--- src/rtl/router_cfg_pkg.sv ---
// Shared types and constants for the router address configuration block.
package router_cfg_pkg;

  localparam int unsigned ADDR_W    = 8;
  localparam int unsigned NIB_W     = 4;
  localparam int unsigned DATA_BITS = 8;
  localparam int unsigned FRAME_LEN = 10;  // start + 8 data + parity
  localparam int unsigned CNT_W     = 4;

  typedef enum logic [1:0] {
    ST_IDLE   = 2'd0,
    ST_SHIFT  = 2'd1,
    ST_PARITY = 2'd2,
    ST_CHECK  = 2'd3
  } cfg_state_e;

  // Router coordinate: X in the upper nibble, Y in the lower nibble.
  typedef struct packed {
    logic [NIB_W-1:0] x;
    logic [NIB_W-1:0] y;
  } addr_t;

  // True when both coordinates lie inside the mesh.
  function automatic logic addr_in_range(addr_t a, int unsigned max_x, int unsigned max_y);
    return (a.x <= NIB_W'(max_x)) && (a.y <= NIB_W'(max_y));
  endfunction

endpackage

--- src/rtl/router_addr_cfg.sv ---
// Serial configuration receiver that commits a checked router address.
module router_addr_cfg
  import router_cfg_pkg::*;
#(
  parameter logic [ADDR_W-1:0] RESET_ADDR = 8'h11,
  parameter int unsigned       MAX_X      = 3,
  parameter int unsigned       MAX_Y      = 3
) (
  input  logic              clk,
  input  logic              rst,
  input  logic              cfg_valid_i,
  input  logic              cfg_data_i,
  output logic [ADDR_W-1:0] addr_o,
  output logic              addr_upd_o,
  output logic              cfg_ack_o,
  output logic              cfg_err_o,
  output logic              busy_o
);

  cfg_state_e        state_q,  state_d;
  logic [CNT_W-1:0]  cnt_q,    cnt_d;
  logic [ADDR_W-1:0] shadow_q, shadow_d;
  logic              parity_q, parity_d;
  logic [ADDR_W-1:0] addr_q,   addr_d;
  logic              upd_q,    upd_d;
  logic              ack_q,    ack_d;
  logic              err_q,    err_d;
  logic              busy_q,   busy_d;

  logic              frame_ok;

  // Even parity over the shadow plus mesh range check.
  always_comb begin
    frame_ok = ((^shadow_q) == parity_q) &&
               addr_in_range(addr_t'(shadow_q), MAX_X, MAX_Y);
  end

  // Next-state and next-output logic for the frame receiver.
  always_comb begin
    state_d  = state_q;
    cnt_d    = cnt_q;
    shadow_d = shadow_q;
    parity_d = parity_q;
    addr_d   = addr_q;
    upd_d    = 1'b0;
    ack_d    = 1'b0;
    err_d    = 1'b0;

    unique case (state_q)
      ST_IDLE: begin
        if (cfg_valid_i && cfg_data_i) begin
          state_d  = ST_SHIFT;
          cnt_d    = '0;
          shadow_d = '0;
        end
      end

      ST_SHIFT: begin
        if (!cfg_valid_i) begin
          state_d  = ST_IDLE;
          cnt_d    = '0;
          shadow_d = '0;
          err_d    = 1'b1;
        end else begin
          shadow_d = {shadow_q[ADDR_W-2:0], cfg_data_i};
          if (cnt_q == CNT_W'(DATA_BITS - 1)) begin
            state_d = ST_PARITY;
            cnt_d   = '0;
          end else begin
            cnt_d = cnt_q + CNT_W'(1);
          end
        end
      end

      ST_PARITY: begin
        if (!cfg_valid_i) begin
          state_d  = ST_IDLE;
          shadow_d = '0;
          err_d    = 1'b1;
        end else begin
          parity_d = cfg_data_i;
          state_d  = ST_CHECK;
        end
      end

      ST_CHECK: begin
        // Inputs are deliberately ignored here; the next start bit is
        // taken in IDLE on the following cycle.
        state_d = ST_IDLE;
        if (frame_ok) begin
          addr_d = shadow_q;
          upd_d  = 1'b1;
          ack_d  = 1'b1;
        end else begin
          err_d  = 1'b1;
        end
      end

      default: begin
        state_d = ST_IDLE;
      end
    endcase

    busy_d = (state_d != ST_IDLE);
  end

  // State and output registers with synchronous reset.
  always_ff @(posedge clk) begin
    if (rst) begin
      state_q  <= ST_IDLE;
      cnt_q    <= '0;
      shadow_q <= '0;
      parity_q <= 1'b0;
      addr_q   <= RESET_ADDR;
      upd_q    <= 1'b0;
      ack_q    <= 1'b0;
      err_q    <= 1'b0;
      busy_q   <= 1'b0;
    end else begin
      state_q  <= state_d;
      cnt_q    <= cnt_d;
      shadow_q <= shadow_d;
      parity_q <= parity_d;
      addr_q   <= addr_d;
      upd_q    <= upd_d;
      ack_q    <= ack_d;
      err_q    <= err_d;
      busy_q   <= busy_d;
    end
  end

  assign addr_o     = addr_q;
  assign addr_upd_o = upd_q;
  assign cfg_ack_o  = ack_q;
  assign cfg_err_o  = err_q;
  assign busy_o     = busy_q;

endmodule

--- config.mk ---
export PLATFORM = sky130hd
export DESIGN_NAME = router_addr_cfg
export DESIGN_NICKNAME = d
export VERILOG_FILES = /design/src/rtl/router_cfg_pkg.sv /design/src/rtl/router_addr_cfg.sv
export SDC_FILE = /design/constraint.sdc
export NUM_CORES = 1
export LEC_CHECK = 0
export CORE_MARGIN = 2
export CORE_UTILIZATION = 50
export DETAILED_ROUTE_END_ITERATION = 8
export PLACE_DENSITY = 0.69
export SYNTH_ARGS = -nofsm -noshare
export SYNTH_HDL_FRONTEND = slang
export SYNTH_SLANG_ARGS = --single-unit
--- constraint.sdc ---
create_clock -name clk -period 5.3 [get_ports clk]
set_clock_uncertainty 0.2 [all_clocks]
set_input_delay 0.795 -clock clk [delete_from_list [all_inputs] [get_ports clk]]
set_output_delay 0.795 -clock clk [all_outputs]
set_load 0.005 [all_outputs]
[Word-level counts from Yosys, hierarchy flattened]
Index checks and enable logic that the tools add are counted.
Storage, ports and cells
  register bits after elaboration: 26
  word-level logic and storage cells: 50
  bits of input ports: 4
Cells by class
  magnitude comparators: 2
  equality and inequality tests: 7
  multiplexer cells: 17
  reductions and logical operators: 14
  add/sub/neg operators: 1
  bitwise gates (word level): 1
Operator list (count)
  2-to-1 mux 8 bit: 3
  case mux 8 bit (3 select lines): 1
  2-to-1 mux 4 bit: 3
  less-or-equal comparator 4 x 2 -> 1 bit, second input constant: 2
  2-to-1 mux 2 bit: 4
  case mux 2 bit (4 select lines): 1
  case mux 4 bit (2 select lines): 1
  XOR reduction 8 bit: 1
  AND reduction 2 bit: 3
  adder 4 x 1 -> 4 bit, second input constant: 1
  == test 2 bit, second input constant: 2
  == test 4 x 3 -> 1 bit, second input constant: 1
  inequality test 2 bit, second input constant: 2
  nonzero test 2 bit: 2
  OR reduction 2 bit: 2
  logical AND 1 bit: 3
  2-to-1 mux 1 bit: 3
  AND reduction 3 bit: 1
  nonzero test 3 bit: 1
  == test 2 x 1 -> 1 bit, second input constant: 1
  logical NOT 2 bit: 1
  case mux 1 bit (2 select lines): 1
  == test 1 bit: 1
  inverter 1 bit: 1

[Logic depth before layout (Yosys ltp)]
  word-level depth: 5
  gate-level depth with buffers: 7
  gate-level depth less buffers: 6

[Worst setup path before layout]
Ideal clock, no wire load.
  kind: input to register
  start: input cfg_valid_i
  end: register shadow_q[0]
  buffers on the path: 1
  data required time: 5.030 ns
  setup slack: 3.129 ns
  setup time: 0.070 ns
  stages on the path: 5
  arrival: 1.900 ns
  path through: buf_4 -> nand2_1 -> a221oi_1 -> nand3_1 -> a21oi_1
Between the ends
  cells in the longest elaborated chain, start to end: 3
RTL lines
  start: declaration: line router_addr_cfg.sv:11  | input logic cfg_valid_i,
  logical AND 1 bit: line router_addr_cfg.sv:51  | if (cfg_valid_i && cfg_data_i) begin
  inequality test 2 bit (no source line)
  AND reduction 3 bit (no source line)
  end signal: assignment: line router_addr_cfg.sv:122  | shadow_q <= shadow_d;
  end: declaration: line router_addr_cfg.sv:22  | logic [ADDR_W-1:0] shadow_q, shadow_d;
Several ways; a longest one is shown, not always the timed one.
A chain may end at the register's enable or synchronous reset.

[Worst setup path in the final report]
  start: input cfg_valid_i
  end: register shadow_q[7]
Same word-level chain as after synthesis.

==> impl_results.md <==
* Run status: complete, no violations
* Die Height at 55.0 µm
* Via count at slightly below 1000
* Ant. Diodes at 0
* Seq/Total Area, Yosys at 0.401
* Total negative setup slack at 0 ns
* # DRC at 0
* RePlAce Congestion at ~0.79
* Arrival time at the worst endpoint at approximately 2.7 ns
* CP peak stage delay at a little under 0.8 ns
* Register-to-Register Path Depth at 4
* Leading cell type in the layout, fill and taps excluded: dfxtp_1
* Peak Freq at between 300 and 400 MHz
* Setup-failing EPs final at 0
* Clock Path Buffers at 2
* Synthesized area at approximately 1300 µm²
* Setup slack, reg-to-reg at ~3.0 ns
* Worst skew pair latency at 0.32 ns
* Max Cap Viol at 0
* Pre-Repair DR Iteration Count at 4
* Number of global-route vias before repair at 867
* Cell taking the most area after synthesis: dfxtp_1
* Hold-fix buffer count after cts at 0
* Area contributors post-synth: dfxtp_1 (40%), ha_1 (7.7%), mux2i_1 (6.9%)
* Routed WL at 2.20 mm
* Share of cells above drive strength 1 at 0.0581
* Placed Area at 1440 µm²
* Detailed Route Iter0 Violations at 15
* H-tree depth at 1
* Buffers on Ports at 15
* Final Cell Area at between 1000 and 1500 µm²
* Critical R2R Capture: addr_o[5]
* Fill count at roughly 220
* Synth Instances at around 140
* Power Dens Cells at ~220 nW/µm²
* Fin crit period at approximately 2.7 ns
* Measured slew at the worst slew-check pin at just over 1 ns
* Count of cell types in the netlist at 35
* Gr usage total at 0.171
* DR vias/cell at between 5 and 6
* Final Max Tran Viols at 0
* CTS root buf: clkbuf_4
* #FFs+latches synth at 26
* Cell Chain, Critical Path: clkdlybuf4s50_1 -> nand2_1 -> a221oi_1 -> nand3_1 -> a21oi_1
* Routed Antenna Nets at 0
* Area delta synth->final at 13.6%
* Ys Warns at 0
* Area of the core at 2480 µm²
* Combinational share of power at 0.079
* VDD IR max at approximately 0.19 mV
* First-pass GRT wire length at 3.66 mm
* Post-CTS resize count at 0
* R2R Path Start: shadow_q[4]
* Die area at approximately 3000 µm²
* Sw frac at 0.226
* Endpoint class of the critical path: register
* Leak at slightly above 0.5 nW
* Final Hold Viols at 0
* IO Pins at 16
* Core Util, Final at 0.595
* Worst path slowest cell: a221oi_1
* Synth top area share at 0.401
* Mean post-synth cell area at around 9.0 µm²
* Clk sink count at 26
* CTS Buf Count at 3
* Cell Int Power at ~0.00025 W
* Most frequent cells in the layout: dfxtp_1 (26), nand2_1 (15), clkdlybuf4s50_1 (15)
* Max transition margin at 0.327
* Gr ovfl total at 0
* CP startpoint: cfg_valid_i
* Wire per inst at ~12 µm
* Initial Util at 0.524
* Share of total power in sequential cells at 0.615
* Die width at ~55 µm
* Max FO, Critical Path at 12
* Pin count of the biggest net entering global routing at 34
* Detailed placer's ending HPWL at about 1.6 mm
* TritonCTS clock tree: done
* Clock Power Share at 0.306
* Crit Path Class: input port to register
* Register area at ~520 µm²
* FP Rows at 18
* Antenna violations before repair at 0
* Crit start category: input port
* Req. time, crit path at 5.33 ns
* Area of the multi-input gates at 704 µm²
* Tcrit/Tclk final at 0.511
* Hold WC Path Type: register to register
* Worst Setup EP: shadow_q[7]
* Syn_nets at about 160
* Worst-path clk slew at between 0.1 and 0.15 ns
* Nets@finish at between 150 and 200
* Psw at about 0.000073 W
* RSZ-0062 raised after global routing: false
* Post-CTS setup buffer count at 0
-- worst min-delay path by stage --
stage / start / endpoint / slack [ns] / depth (start not counted)
6_report: addr_o[2] / addr_o[2] / 0.28 / 2
5_1_grt: addr_o[1] / addr_o[1] / 0.30 / 2
4_1_cts: addr_o[7] / addr_o[7] / 0.29 / 2
3_5_place_dp: addr_o[7] / addr_o[7] / 0.26 / 2
3_3_place_gp: addr_o[2] / addr_o[2] / 0.26 / 2
2_1_floorplan: shadow_q[7] / shadow_q[7] / 0.25 / 2
-- area by class of cell --
| type | count | area share |
|---|---|---|
| clock buffers | 4 | 0.0246 |
| multi-input cells | 103 | 0.478 |
| repair buffers | 15 | 0.102 |
| well taps | 30 | 0.0254 |
| flip-flops and latches | 26 | 0.353 |
| inverters | 7 | 0.0178 |
-- cells in the mapped netlist, drive strengths merged --
| cell type | n |
|---|---|
| or2 | 2 |
| a211oi | 1 |
| clkbuf | 2 |
| a221oi | 1 |
| and2 | 2 |
| or4 | 1 |
| and4 | 1 |
| nor2b | 1 |
| or4b | 1 |
| and3 | 1 |
| a211o | 1 |
| xnor2 | 1 |
| dfxtp | 26 |
| nor2 | 7 |
| nand3b | 1 |
| nand3 | 11 |
| mux2i | 9 |
| xnor3 | 2 |
| nand2b | 12 |
| ha | 8 |
| or3 | 1 |
| inv | 7 |
| a31oi | 3 |
| o21ai | 2 |
| a21oi | 14 |
| xor2 | 1 |
| a221o | 1 |
| buf | 6 |
| a31o | 1 |
| and2b | 1 |
| nand2 | 15 |
| mux2 | 1 |
-- logic make-up (layout without fill, tap and decap cells) --
logic type / Yosys count / in the layout / synth area share
XOR/XNOR: 4 / 4 / 0.0482
flip-flops: 26 / 26 / 0.401
buffers and inverters: 15 / 26 / 0.0568
AO/OA/AOI/OAI: 24 / 24 / 0.110
adder cells (fa/ha/maj): 8 / 8 / 0.0771
multiplexers: 10 / 10 / 0.0780
AND/OR/NAND/NOR: 57 / 57 / 0.229
-- metal layers --
layer / global-route usage / wire, µm
met4: 0.0935 / 60
met2: 0.278 / 986
met5: 0 / 0
met1: 0.213 / 1080
met3: 0.0349 / 72
-- metrics by stage --
stage,hold WS [ns],setup slack (ns),power (W),instances
floorplan,0.245,3.13,0.000221,144
global placement,0.257,2.33,0.000228,181
detailed placement,0.263,2.28,0.000228,181
CTS,0.287,2.62,0.000326,185
global route,0.298,2.39,0.000337,185
finish,0.281,2.59,0.000322,185
-- flip-flops by register name, indices dropped and copies added, names as in the netlist --
register,cells
state_q,2
busy_o,1
cfg_err_o,1
cfg_ack_o,1
shadow_q,8
cnt_q,4
addr_o,8
parity_q,1
-- power by group through the flow --
stage	sequential, W	clock [W]	combinational (W)
detailed placement	0.000202	0	0.0000256
finish	0.000198	0.0000985	0.0000255
floorplan	0.000202	0	0.0000185
CTS	0.000198	0.000102	0.0000257
global placement	0.000202	0	0.0000253
global route	0.000199	0.000110	0.0000284
-- critical path, delay by kind of cell --
| kind | cells | cell delay [ns] |
|---|---|---|
| compound gates | 2 | 0.96 |
| simple gates | 2 | 0.32 |
| buf+inv | 1 | 0.67 |
Power figures use the tool's default switching activity.
